===== src/rtl/vsmul_seq_if.sv =====
//==============================================================================
// Module   : vsmul_seq_if
// Brief    : Operand/result handshake bundle for the sequential FP16
//            vector-by-scalar multiplier.
// Revision : 1.0 - initial release
//==============================================================================
`default_nettype none

interface vsmul_seq_if #(
  parameter int LANES = 16
);
  logic                  in_valid;
  logic                  in_ready;
  logic [15:0]           scalar;
  logic [16*LANES-1:0]   vecin;
  logic                  out_valid;
  logic                  out_ready;
  logic [16*LANES-1:0]   product;
  logic                  ovf;
  logic                  unf;
  logic                  inv;

  modport master (
    output in_valid, scalar, vecin, out_ready,
    input  in_ready, out_valid, product, ovf, unf, inv
  );

  modport slave (
    input  in_valid, scalar, vecin, out_ready,
    output in_ready, out_valid, product, ovf, unf, inv
  );
endinterface

`default_nettype wire


===== src/rtl/vsmul_seq.sv =====
//==============================================================================
// Module   : vsmul_seq
// Brief    : Sequential IEEE binary16 vector-by-scalar multiplier, MULS lanes
//            per cycle, round-to-nearest-even, sticky ovf/unf/inv flags.
// Revision : 1.0 - initial release
//==============================================================================
`default_nettype none

module vsmul_seq #(
  parameter int LANES = 16,
  parameter int MULS  = 4
) (
  input  logic        clk,
  input  logic        rst_n,
  vsmul_seq_if.slave  bus
);

  localparam int c_STEPS = LANES / MULS;
  localparam int c_CW    = (c_STEPS > 1) ? $clog2(c_STEPS) : 1;
  localparam logic [c_CW-1:0] c_LAST = c_CW'(c_STEPS - 1);

  typedef enum logic [1:0] {
    S_IDLE = 2'd0,
    S_RUN  = 2'd1,
    S_DONE = 2'd2
  } state_t;

  // Returns {ovf, unf, inv, result}.
  function automatic logic [18:0] fp16_mul(input logic [15:0] a, input logic [15:0] b);
    logic              sgn;
    logic [4:0]        ea, eb, xa, xb, lz;
    logic              a_nan, b_nan, a_inf, b_inf, a_zero, b_zero, found, up;
    logic [21:0]       prod, norm;
    logic [11:0]       rsig;
    logic signed [7:0] e;
    logic [18:0]       res;
    sgn    = a[15] ^ b[15];
    ea     = a[14:10];
    eb     = b[14:10];
    a_nan  = (ea == 5'd31) && (a[9:0] != 10'd0);
    b_nan  = (eb == 5'd31) && (b[9:0] != 10'd0);
    a_inf  = (ea == 5'd31) && (a[9:0] == 10'd0);
    b_inf  = (eb == 5'd31) && (b[9:0] == 10'd0);
    a_zero = (ea == 5'd0)  && (a[9:0] == 10'd0);
    b_zero = (eb == 5'd0)  && (b[9:0] == 10'd0);
    xa     = (ea == 5'd0) ? 5'd1 : ea;
    xb     = (eb == 5'd0) ? 5'd1 : eb;
    prod   = {11'd0, (ea != 5'd0), a[9:0]} * {11'd0, (eb != 5'd0), b[9:0]};
    lz     = 5'd0;
    found  = 1'b0;
    for (int i = 21; i >= 0; i--) begin
      if (!found) begin
        if (prod[i]) found = 1'b1;
        else         lz    = lz + 5'd1;
      end
    end
    norm = prod << lz;
    // norm[21] is the hidden bit; value = norm/2^21 * 2^(xa+xb-29-lz)
    e    = $signed({3'b000, xa}) + $signed({3'b000, xb}) - 8'sd14 - $signed({3'b000, lz});
    up   = norm[10] & (norm[11] | norm[9] | (|norm[8:0]));
    rsig = {1'b0, norm[21:11]} + {11'd0, up};
    if (rsig[11]) e = e + 8'sd1;
    if (a_nan || b_nan)
      res = {3'b001, 16'h7E00};
    else if ((a_inf && b_zero) || (b_inf && a_zero))
      res = {3'b001, 16'h7E00};
    else if (a_inf || b_inf)
      res = {3'b000, sgn, 15'h7C00};
    else if (a_zero || b_zero)
      res = {3'b000, sgn, 15'h0000};
    else if (e >= 8'sd31)
      res = {3'b100, sgn, 15'h7C00};
    else if (e <= 8'sd0)
      res = {3'b010, sgn, 15'h0000};
    else
      res = {3'b000, sgn, e[4:0], (rsig[11] ? 10'd0 : rsig[9:0])};
    return res;
  endfunction

  state_t                r_state;
  logic [c_CW-1:0]       r_cnt;
  logic [15:0]           r_scalar;
  logic [16*LANES-1:0]   r_vec;
  logic [16*LANES-1:0]   r_prod;
  logic                  r_ovf, r_unf, r_inv;
  logic                  r_in_ready, r_out_valid;

  logic [16*MULS-1:0]    w_res;
  logic [MULS-1:0]       w_ovf, w_unf, w_inv;
  logic [16*LANES-1:0]   w_prod_nxt, w_vec_nxt;

  // The operand register shifts down MULS lanes per RUN cycle and results
  // enter the product register from the top, landing in lane order at DONE.
  for (genvar j = 0; j < MULS; j++) begin : g_mul
    logic [18:0] w_r;
    assign w_r               = fp16_mul(r_scalar, r_vec[16*j +: 16]);
    assign w_res[16*j +: 16] = w_r[15:0];
    assign w_ovf[j]          = w_r[18];
    assign w_unf[j]          = w_r[17];
    assign w_inv[j]          = w_r[16];
  end

  if (c_STEPS == 1) begin : g_single
    assign w_prod_nxt = w_res;
    assign w_vec_nxt  = r_vec;
  end else begin : g_multi
    assign w_prod_nxt = {w_res, r_prod[16*LANES-1:16*MULS]};
    assign w_vec_nxt  = {{(16*MULS){1'b0}}, r_vec[16*LANES-1:16*MULS]};
  end

  always_ff @(posedge clk or negedge rst_n) begin
    if (!rst_n) begin
      r_state     <= S_IDLE;
      r_cnt       <= '0;
      r_scalar    <= '0;
      r_vec       <= '0;
      r_prod      <= '0;
      r_ovf       <= 1'b0;
      r_unf       <= 1'b0;
      r_inv       <= 1'b0;
      r_in_ready  <= 1'b1;
      r_out_valid <= 1'b0;
    end else begin
      case (r_state)
        S_IDLE: begin
          if (bus.in_valid) begin
            r_scalar   <= bus.scalar;
            r_vec      <= bus.vecin;
            r_cnt      <= '0;
            r_ovf      <= 1'b0;
            r_unf      <= 1'b0;
            r_inv      <= 1'b0;
            r_in_ready <= 1'b0;
            r_state    <= S_RUN;
          end
        end
        S_RUN: begin
          r_vec  <= w_vec_nxt;
          r_prod <= w_prod_nxt;
          r_ovf  <= r_ovf | (|w_ovf);
          r_unf  <= r_unf | (|w_unf);
          r_inv  <= r_inv | (|w_inv);
          if (r_cnt == c_LAST) begin
            r_cnt       <= '0;
            r_out_valid <= 1'b1;
            r_state     <= S_DONE;
          end else begin
            r_cnt <= r_cnt + 1'b1;
          end
        end
        S_DONE: begin
          if (bus.out_ready) begin
            r_out_valid <= 1'b0;
            r_in_ready  <= 1'b1;
            r_state     <= S_IDLE;
          end
        end
        default: begin
          r_out_valid <= 1'b0;
          r_in_ready  <= 1'b1;
          r_state     <= S_IDLE;
        end
      endcase
    end
  end

  assign bus.in_ready  = r_in_ready;
  assign bus.out_valid = r_out_valid;
  assign bus.product   = r_prod;
  assign bus.ovf       = r_ovf;
  assign bus.unf       = r_unf;
  assign bus.inv       = r_inv;

endmodule

`default_nettype wire


===== src/flat_wrapper.sv =====
// flat-port wrapper written by rule: the top's interface ports become plain ports
module vsmul_seq_flat 
#(
  parameter int LANES = 16,
  parameter int MULS  = 4
)
  (clk, rst_n, bus_in_valid, bus_scalar, bus_vecin, bus_out_ready, bus_in_ready, bus_out_valid, bus_product, bus_ovf, bus_unf, bus_inv);
  vsmul_seq_if #(.LANES(LANES)) bus_i ();
  input  logic clk;
  input  logic rst_n;
  input wire logic [$bits(bus_i.in_valid)-1:0] bus_in_valid;
  input wire logic [$bits(bus_i.scalar)-1:0] bus_scalar;
  input wire logic [$bits(bus_i.vecin)-1:0] bus_vecin;
  input wire logic [$bits(bus_i.out_ready)-1:0] bus_out_ready;
  output wire logic [$bits(bus_i.in_ready)-1:0] bus_in_ready;
  output wire logic [$bits(bus_i.out_valid)-1:0] bus_out_valid;
  output wire logic [$bits(bus_i.product)-1:0] bus_product;
  output wire logic [$bits(bus_i.ovf)-1:0] bus_ovf;
  output wire logic [$bits(bus_i.unf)-1:0] bus_unf;
  output wire logic [$bits(bus_i.inv)-1:0] bus_inv;
  assign bus_i.in_valid = bus_in_valid;
  assign bus_i.scalar = bus_scalar;
  assign bus_i.vecin = bus_vecin;
  assign bus_i.out_ready = bus_out_ready;
  assign bus_in_ready = bus_i.in_ready;
  assign bus_out_valid = bus_i.out_valid;
  assign bus_product = bus_i.product;
  assign bus_ovf = bus_i.ovf;
  assign bus_unf = bus_i.unf;
  assign bus_inv = bus_i.inv;
  vsmul_seq #(.LANES(LANES), .MULS(MULS)) u_core (.clk(clk), .rst_n(rst_n), .bus(bus_i));
endmodule

===== config.mk =====
export PLATFORM = sky130hd
export DESIGN_NAME = vsmul_seq_flat
export DESIGN_NICKNAME = d
export VERILOG_FILES = /design/src/rtl/vsmul_seq_if.sv /design/src/rtl/vsmul_seq.sv /design/src/flat_wrapper.sv
export SDC_FILE = /design/constraint.sdc
export NUM_CORES = 2
export LEC_CHECK = 0
export CORE_UTILIZATION = 45
export DETAILED_ROUTE_END_ITERATION = 10
export PLACE_DENSITY = 0.62
export SLEW_MARGIN = 10
export SYNTH_ARGS = -nofsm -noshare
export SYNTH_HDL_FRONTEND = slang
export SYNTH_SLANG_ARGS = --single-unit
export TNS_END_PERCENT = 1

===== constraint.sdc =====
create_clock -name clk -period 24.1 [get_ports clk]
set_clock_uncertainty 0.1 [all_clocks]
set_input_delay 4.82 -clock clk [delete_from_list [all_inputs] [get_ports clk]]
set_output_delay 4.82 -clock clk [all_outputs]
set_load 0.01 [all_outputs]

* Word-level counts from Yosys, hierarchy flattened
Index checks and enable logic that the tools add are counted.
Operators by class: add/sub/neg operators 105, $mul 4, divide/modulo/power cells 0, order comparisons 8, eq/ne operators 11, shift-type cells 4, mux-type cells 391, bitwise logic cells 21, reductions and logical operators 73
Operators by type and width (number):
- 2-to-1 mux 5 bit | 173
- one-hot mux 256 bit (2 select lines) | 1
- adder 5 x 1 -> 5 bit, second input constant | 80
- 2-to-1 mux 19 bit | 20
- 2-to-1 mux 256 bit | 1
- 2-to-1 mux 1 bit | 172
- multiplier 11 x 11 -> 22 bit | 4
- << shifter 22 x 5 -> 22 bit | 4
- 2-to-1 mux 18 bit | 4
- logical NOT 10 bit | 5
- nonzero test 10 bit | 5
- adder 11 x 1 -> 12 bit | 4
- 2-to-1 mux 10 bit | 4
- OR reduction 9 bit | 4
- adder 8 x 2 -> 8 bit, second input constant | 4
- greater-or-equal comparator 8 x 6 -> 1 bit, second input constant | 4
- less-or-equal comparator 8 x 1 -> 1 bit, second input constant | 4
- 2-to-1 mux 8 bit | 4
- subtractor 8 x 5 -> 8 bit, second input constant | 4
- subtractor 8 x 6 -> 8 bit | 4
- equality test 5 bit, second input constant | 5
- logical NOT 5 bit | 5
- nonzero test 5 bit | 5
- adder 5 x 5 -> 6 bit | 4
- other kinds (22) | 93
Storage, ports and cells: flip-flop bits (word level) 537, bits in latches 0, memory bits (writable) 0, bits in read-only memories 0, bits of input ports 276, output and inout bits 261, memories kept 0

* Depth between registers and ports, before layout
depth after elaboration 82, depth in mapped cells 109

* Worst setup path after synthesis
Ideal clock, no wire load.
path type register to register, start point register u_core.r_vec[60], end point register u_core.r_prod[249], in the netlist u_core.bus.product[249], library setup time 77 ps, arrival time 20695 ps, required time 23923 ps, slack 3227 ps, cell stages (with the launch flop) 108, path buffers 4, cells stage by stage dfrtp_1 > nor3_1 > nand2_1 > clkbuf_1 > and2_1 > fa_1 > inv_1 > fa_1 > fa_1 > inv_1 > fa_1 > inv_1 > fa_1 > inv_1 > ha_1 > buf_2 > a21o_1 > a221o_1 > [72 not listed] > nor2_1 > xnor2_1 > inv_2 > buf_1 > clkbuf_1 > ha_1 > ha_1 > a21o_1 > a21oi_1 > o21bai_1 > a21oi_1 > xnor2_1 > and3_1 > o21a_1 > a41o_1 > a22o_1 > or4_1 > a21oi_1
On the way: word-level cells in the longest chain between the ends 79, elaborated cells on any way between the ends 130, those cells by class add/sub (26); mul (1); order compare (2); eq/ne (1); shift (1); mux (84); bitwise (3); reduce/logical (12)
Ends and longest elaborated chain:
- start, declared | RTL line vsmul_seq.sv:83 | logic [16*LANES-1:0] r_vec;
- start signal, assigned | RTL line vsmul_seq.sv:128 | r_vec <= bus.vecin;
- start signal, assigned | RTL line vsmul_seq.sv:138 | r_vec <= w_vec_nxt;
- nonzero test 5 bit | RTL line vsmul_seq.sv:48 | prod = {11'd0, (ea != 5'd0), a[9:0]} * {11'd0, (eb != 5'd0), b[9:0]};
- multiplier 11 x 11 -> 22 bit | RTL line vsmul_seq.sv:48
- 2-to-1 mux 1 bit | RTL line vsmul_seq.sv:53 | if (prod[i]) found = 1'b1;
- adder 1 x 1 -> 2 bit | RTL line vsmul_seq.sv:54 | else lz = lz + 5'd1;
- 2-to-1 mux 5 bit | RTL line vsmul_seq.sv:53
- 2-to-1 mux 5 bit | RTL line vsmul_seq.sv:52 | if (!found) begin
- adder 5 x 1 -> 5 bit | RTL line vsmul_seq.sv:54
- 2-to-1 mux 5 bit | RTL line vsmul_seq.sv:53
- [63 not listed]
- 2-to-1 mux 8 bit | RTL line vsmul_seq.sv:62 | if (rsig[11]) e = e + 8'sd1;
- less-or-equal comparator 8 x 1 -> 1 bit | RTL line vsmul_seq.sv:73 | else if (e <= 8'sd0)
- 2-to-1 mux 18 bit | RTL line vsmul_seq.sv:73
- 2-to-1 mux 19 bit | RTL line vsmul_seq.sv:71 | else if (e >= 8'sd31)
- 2-to-1 mux 19 bit | RTL line vsmul_seq.sv:69 | else if (a_zero || b_zero)
- 2-to-1 mux 19 bit | RTL line vsmul_seq.sv:67 | else if (a_inf || b_inf)
- 2-to-1 mux 19 bit | RTL line vsmul_seq.sv:65 | else if ((a_inf && b_zero) || (b_inf && a_zero))
- 2-to-1 mux 19 bit * | RTL line vsmul_seq.sv:63 | if (a_nan || b_nan)
- end signal, assigned | RTL line vsmul_seq.sv:139 | r_prod <= w_prod_nxt;
- end, declared | RTL line vsmul_seq.sv:84 | logic [16*LANES-1:0] r_prod;
Mark *: on every way between the ends. The rest lies on a longest branch, timed or not. A chain may end at the register's enable or synchronous reset.

* Worst setup path in the final report
start point register u_core.r_vec[46], end point register u_core.r_prod[227], in the netlist u_core.bus.product[227]
Same word-level chain as after synthesis.

==> out/qor.csv <==
stage,metric,value,unit
grt,antenna_found_initial,22,
clock_tree,cts_max_level,2,
clock_tree,cts_root_buf,clkbuf_16,
sta,slew_headroom,0.268,
detailed_routing,wl_per_cell,20.7,um
die,ioPinCount,537,
die,die_w,362,um
detailed_routing,finalWirelength,200000,um
sta,tightest_slew,1.10,ns
synth,ys_ff_latch,537,
synth,syn-num-nets,8597,
sta,min_period,22.58,ns
placed_design,place_area,64900,um2
die,dieArea,131000,um2
placed_design,portBuffers,536,
worst_setup_path,critPathRequiredTime,24.55,ns
cells_and_area,stdcell_area,67100,um2
synth,synth_edf_count,0,
worst_setup_path,cp.arrival,23.03,ns
sta,hold_viol,0,
synth,yosys.area.top_type,dfrtp_1,
worst_setup_path,crit_fanout,19,
synth,avgSynthCellArea,7.68,um2
sta,finalCritPeriodShare,0.937,
worst_setup_path,rr_endpoint,u_core.bus.product[227],
synth,synthTopCellsByArea,"dfrtp_1 (23%), nand2_1 (12%), fa_1 (11%)",
grt,overflow,0,
synth,synth_ff_type,dfrtp_1,
run,timing.max_cap.violations,0,
die,placementRows,131,
worst_hold_path,holdPathStages,2,
synth,ys_seq_area_frac,0.230,
cells_and_area,fillCellCount,12500,
worst_setup_path,critPathCaptureType,register,
sta,max_freq,44.3,MHz
detailed_routing,avgViaCountPerCell,5.74,
worst_setup_path,reg2reg_depth,82,
detailed_routing,postRouteAntennaNets,0,
worst_hold_path,min_path_type,reg -> reg,
worst_setup_path,slowest_delay,0.79,ns
synth,syn-cell-area,58500,um2
worst_setup_path,cp_slowest_cell,o41ai_1,
die,start_util,0.456,
detailed_routing,dr.pass1.iters,6,
clock_tree,clock_latency,0.69,ns
status,status,finished clean,
worst_hold_path,hp-start,u_core.bus.product[54],
placed_design,dp_hpwl,158000,um
grt,first_global_vias,53500,
die,coreArea,128000,um2
detailed_routing,drc,0,
clock_tree,cts_inserted_buffers,61,
synth,netlist_instances,7611,
detailed_routing,vias,55400,
synth,yosys-top-cells-count,"nand2_1 (1807), nor2_1 (590), inv_1 (580)",
cells_and_area,layout-drive-gt1-share,0.0443,
placed_design,gp_congestion,0.966,
sta,setup_viol,0,
cells_and_area,nets,8844,
worst_setup_path,worst_path_most_repeated_cell,ha_1,
synth,yosysTopAreaCellShare,0.229,
detailed_routing,drt_iter0_drc,4723,
worst_hold_path,hold_end,u_core.bus.product[54],
synth,synth_most_common_cell,nand2_1,
sta,slew_violations,0,
grt,grt_usage,0.300,
synth,synthArstFlopShare,1.00,
sta,tns,0,ns
worst_setup_path,cp-start-kind,register,
worst_setup_path,regToRegSetupSlack,1.52,ns
sta,rsz0062_at_grt,false,
clock_tree,clock_path_buffers,3,
clock_tree,cts_sinks,537,
worst_setup_path,worstReg2RegStart,u_core.r_vec[46],
grt,grt_max_degree,181,
worst_setup_path,path_class,reg -> reg,
cells_and_area,area_growth,14.8,%
synth,yosysWarningCount,0,
die,die_h,362,um
grt,grt_pass1_wl,313000,um
synth,synth_cell_types,125,
clock_tree,hold_buffers,0,
clock_tree,cts_tree,built,
clock_tree,clk_pin_slew_worst_paths,0.06,ns
-- worst max path at each step --
stage	startpoint	to	slack (ns)
floorplan	u_core.r_vec[60]	u_core.bus.product[249]	3.23
global placement	u_core.r_vec[60]	u_core.bus.product[249]	1.55
detailed placement	u_core.r_vec[60]	u_core.bus.product[246]	1.11
CTS	u_core.r_vec[60]	u_core.bus.product[244]	1.0
global route	u_core.r_scalar[8]	u_core.bus.product[245]	0.007
finish	u_core.r_vec[46]	u_core.bus.product[227]	1.52
-- state kept, by name, indices dropped and copies added, names as in the netlist --
register	flops
u_core.r_state	2
u_core.bus.out_valid	1
u_core.bus.inv	1
u_core.bus.unf	1
u_core.bus.ovf	1
u_core.r_cnt	2
u_core.r_vec	256
u_core.bus.in_ready	1
u_core.bus.product	256
u_core.r_scalar	16
-- kinds of logic after synthesis --
family,Yosys count,synth area share
mux,153,0.0275
compound gates,1436,0.166
buf+inv,1015,0.0663
xor+xnor,291,0.0488
flops,537,0.230
simple gates,3458,0.266
fa+ha+maj,721,0.196
-- cells in the final DEF (no fill, tap or decap), types with 29 or more instances in the layout --
master              n
nand2b_1           43
inv_1             580
nor2_1            589
dfrtp_1           529
or3_1              44
and2_1            301
xnor2_1           170
ha_1              382
buf_4              71
nor3_1            136
fa_1              328
a21o_1             68
mux2i_1           112
a21oi_1           306
a31oi_1           239
o31ai_1            35
o21ai_0           235
mux2_2             38
clkdlybuf4s50_1   535
o22ai_1            37
nand4_1            49
a211oi_1           58
o21a_1             33
xor2_1             95
and3_1             64
nand2_1          1806
nand3_1           187
nor3b_1            29
nor4_1             53
o211ai_1           60
clkbuf_16          61
-- through the flow --
stage / setup WS, ns / util / hold WS [ns] / cells
2_1_floorplan: 3.23 / - / 0.362 / 7611
3_3_place_gp: 1.55 / 0.506 / 0.357 / 9517
3_5_place_dp: 1.11 / 0.506 / 0.361 / 9517
4_1_cts: 0.998 / 0.523 / 0.375 / 9630
5_1_grt: 0.00740 / 0.523 / 0.395 / 9637
6_report: 1.52 / 0.523 / 0.371 / 9641
-- cell type report --
class | count | area, um2 | share of cell area
antenna | 4 | 10.0 | 0.000149
clock buffer | 90 | 1790 | 0.0266
inverter | 590 | 2220 | 0.0330
clock inverter | 23 | 292 | 0.00435
tap | 1729 | 2160 | 0.0322
timing repair buffer | 609 | 5940 | 0.0886
sequential | 537 | 13400 | 0.200
multi-input combinational | 6059 | 41200 | 0.615
-- timing repair --
item / CTS / global route
setup buffers: 0 / 7
resized for setup: 0 / 18
endpoints found under the setup margin: 0 / 26
-- critical path, delay by kind of cell (launching register included) --
kind / cells / cell delay (ns)
AO/OA/AOI/OAI: 30 / 7.99
adder cells (fa/ha/maj): 17 / 6.66
AND/OR/NAND/NOR: 23 / 5.14
buffers and inverters: 8 / 1.18
multiplexers: 3 / 0.72
flip-flops: 1 / 0.53
XOR/XNOR: 1 / 0.11
-- routing by layer --
| layer | GRT usage | wire length (um) | vias up |
|---|---|---|---|
| li1 | - | - | 26300 |
| met1 | 0.418 | 89000 | 26800 |
| met2 | 0.465 | 87600 | 1932 |
| met3 | 0.0492 | 15000 | 326 |
| met4 | 0.112 | 8190 | 32 |
| met5 | 0 | 207 | - |
Power is left out: the tool's default activity adds up to more than one toggle a clock period on the data nets, which glitch-free logic cannot reach.
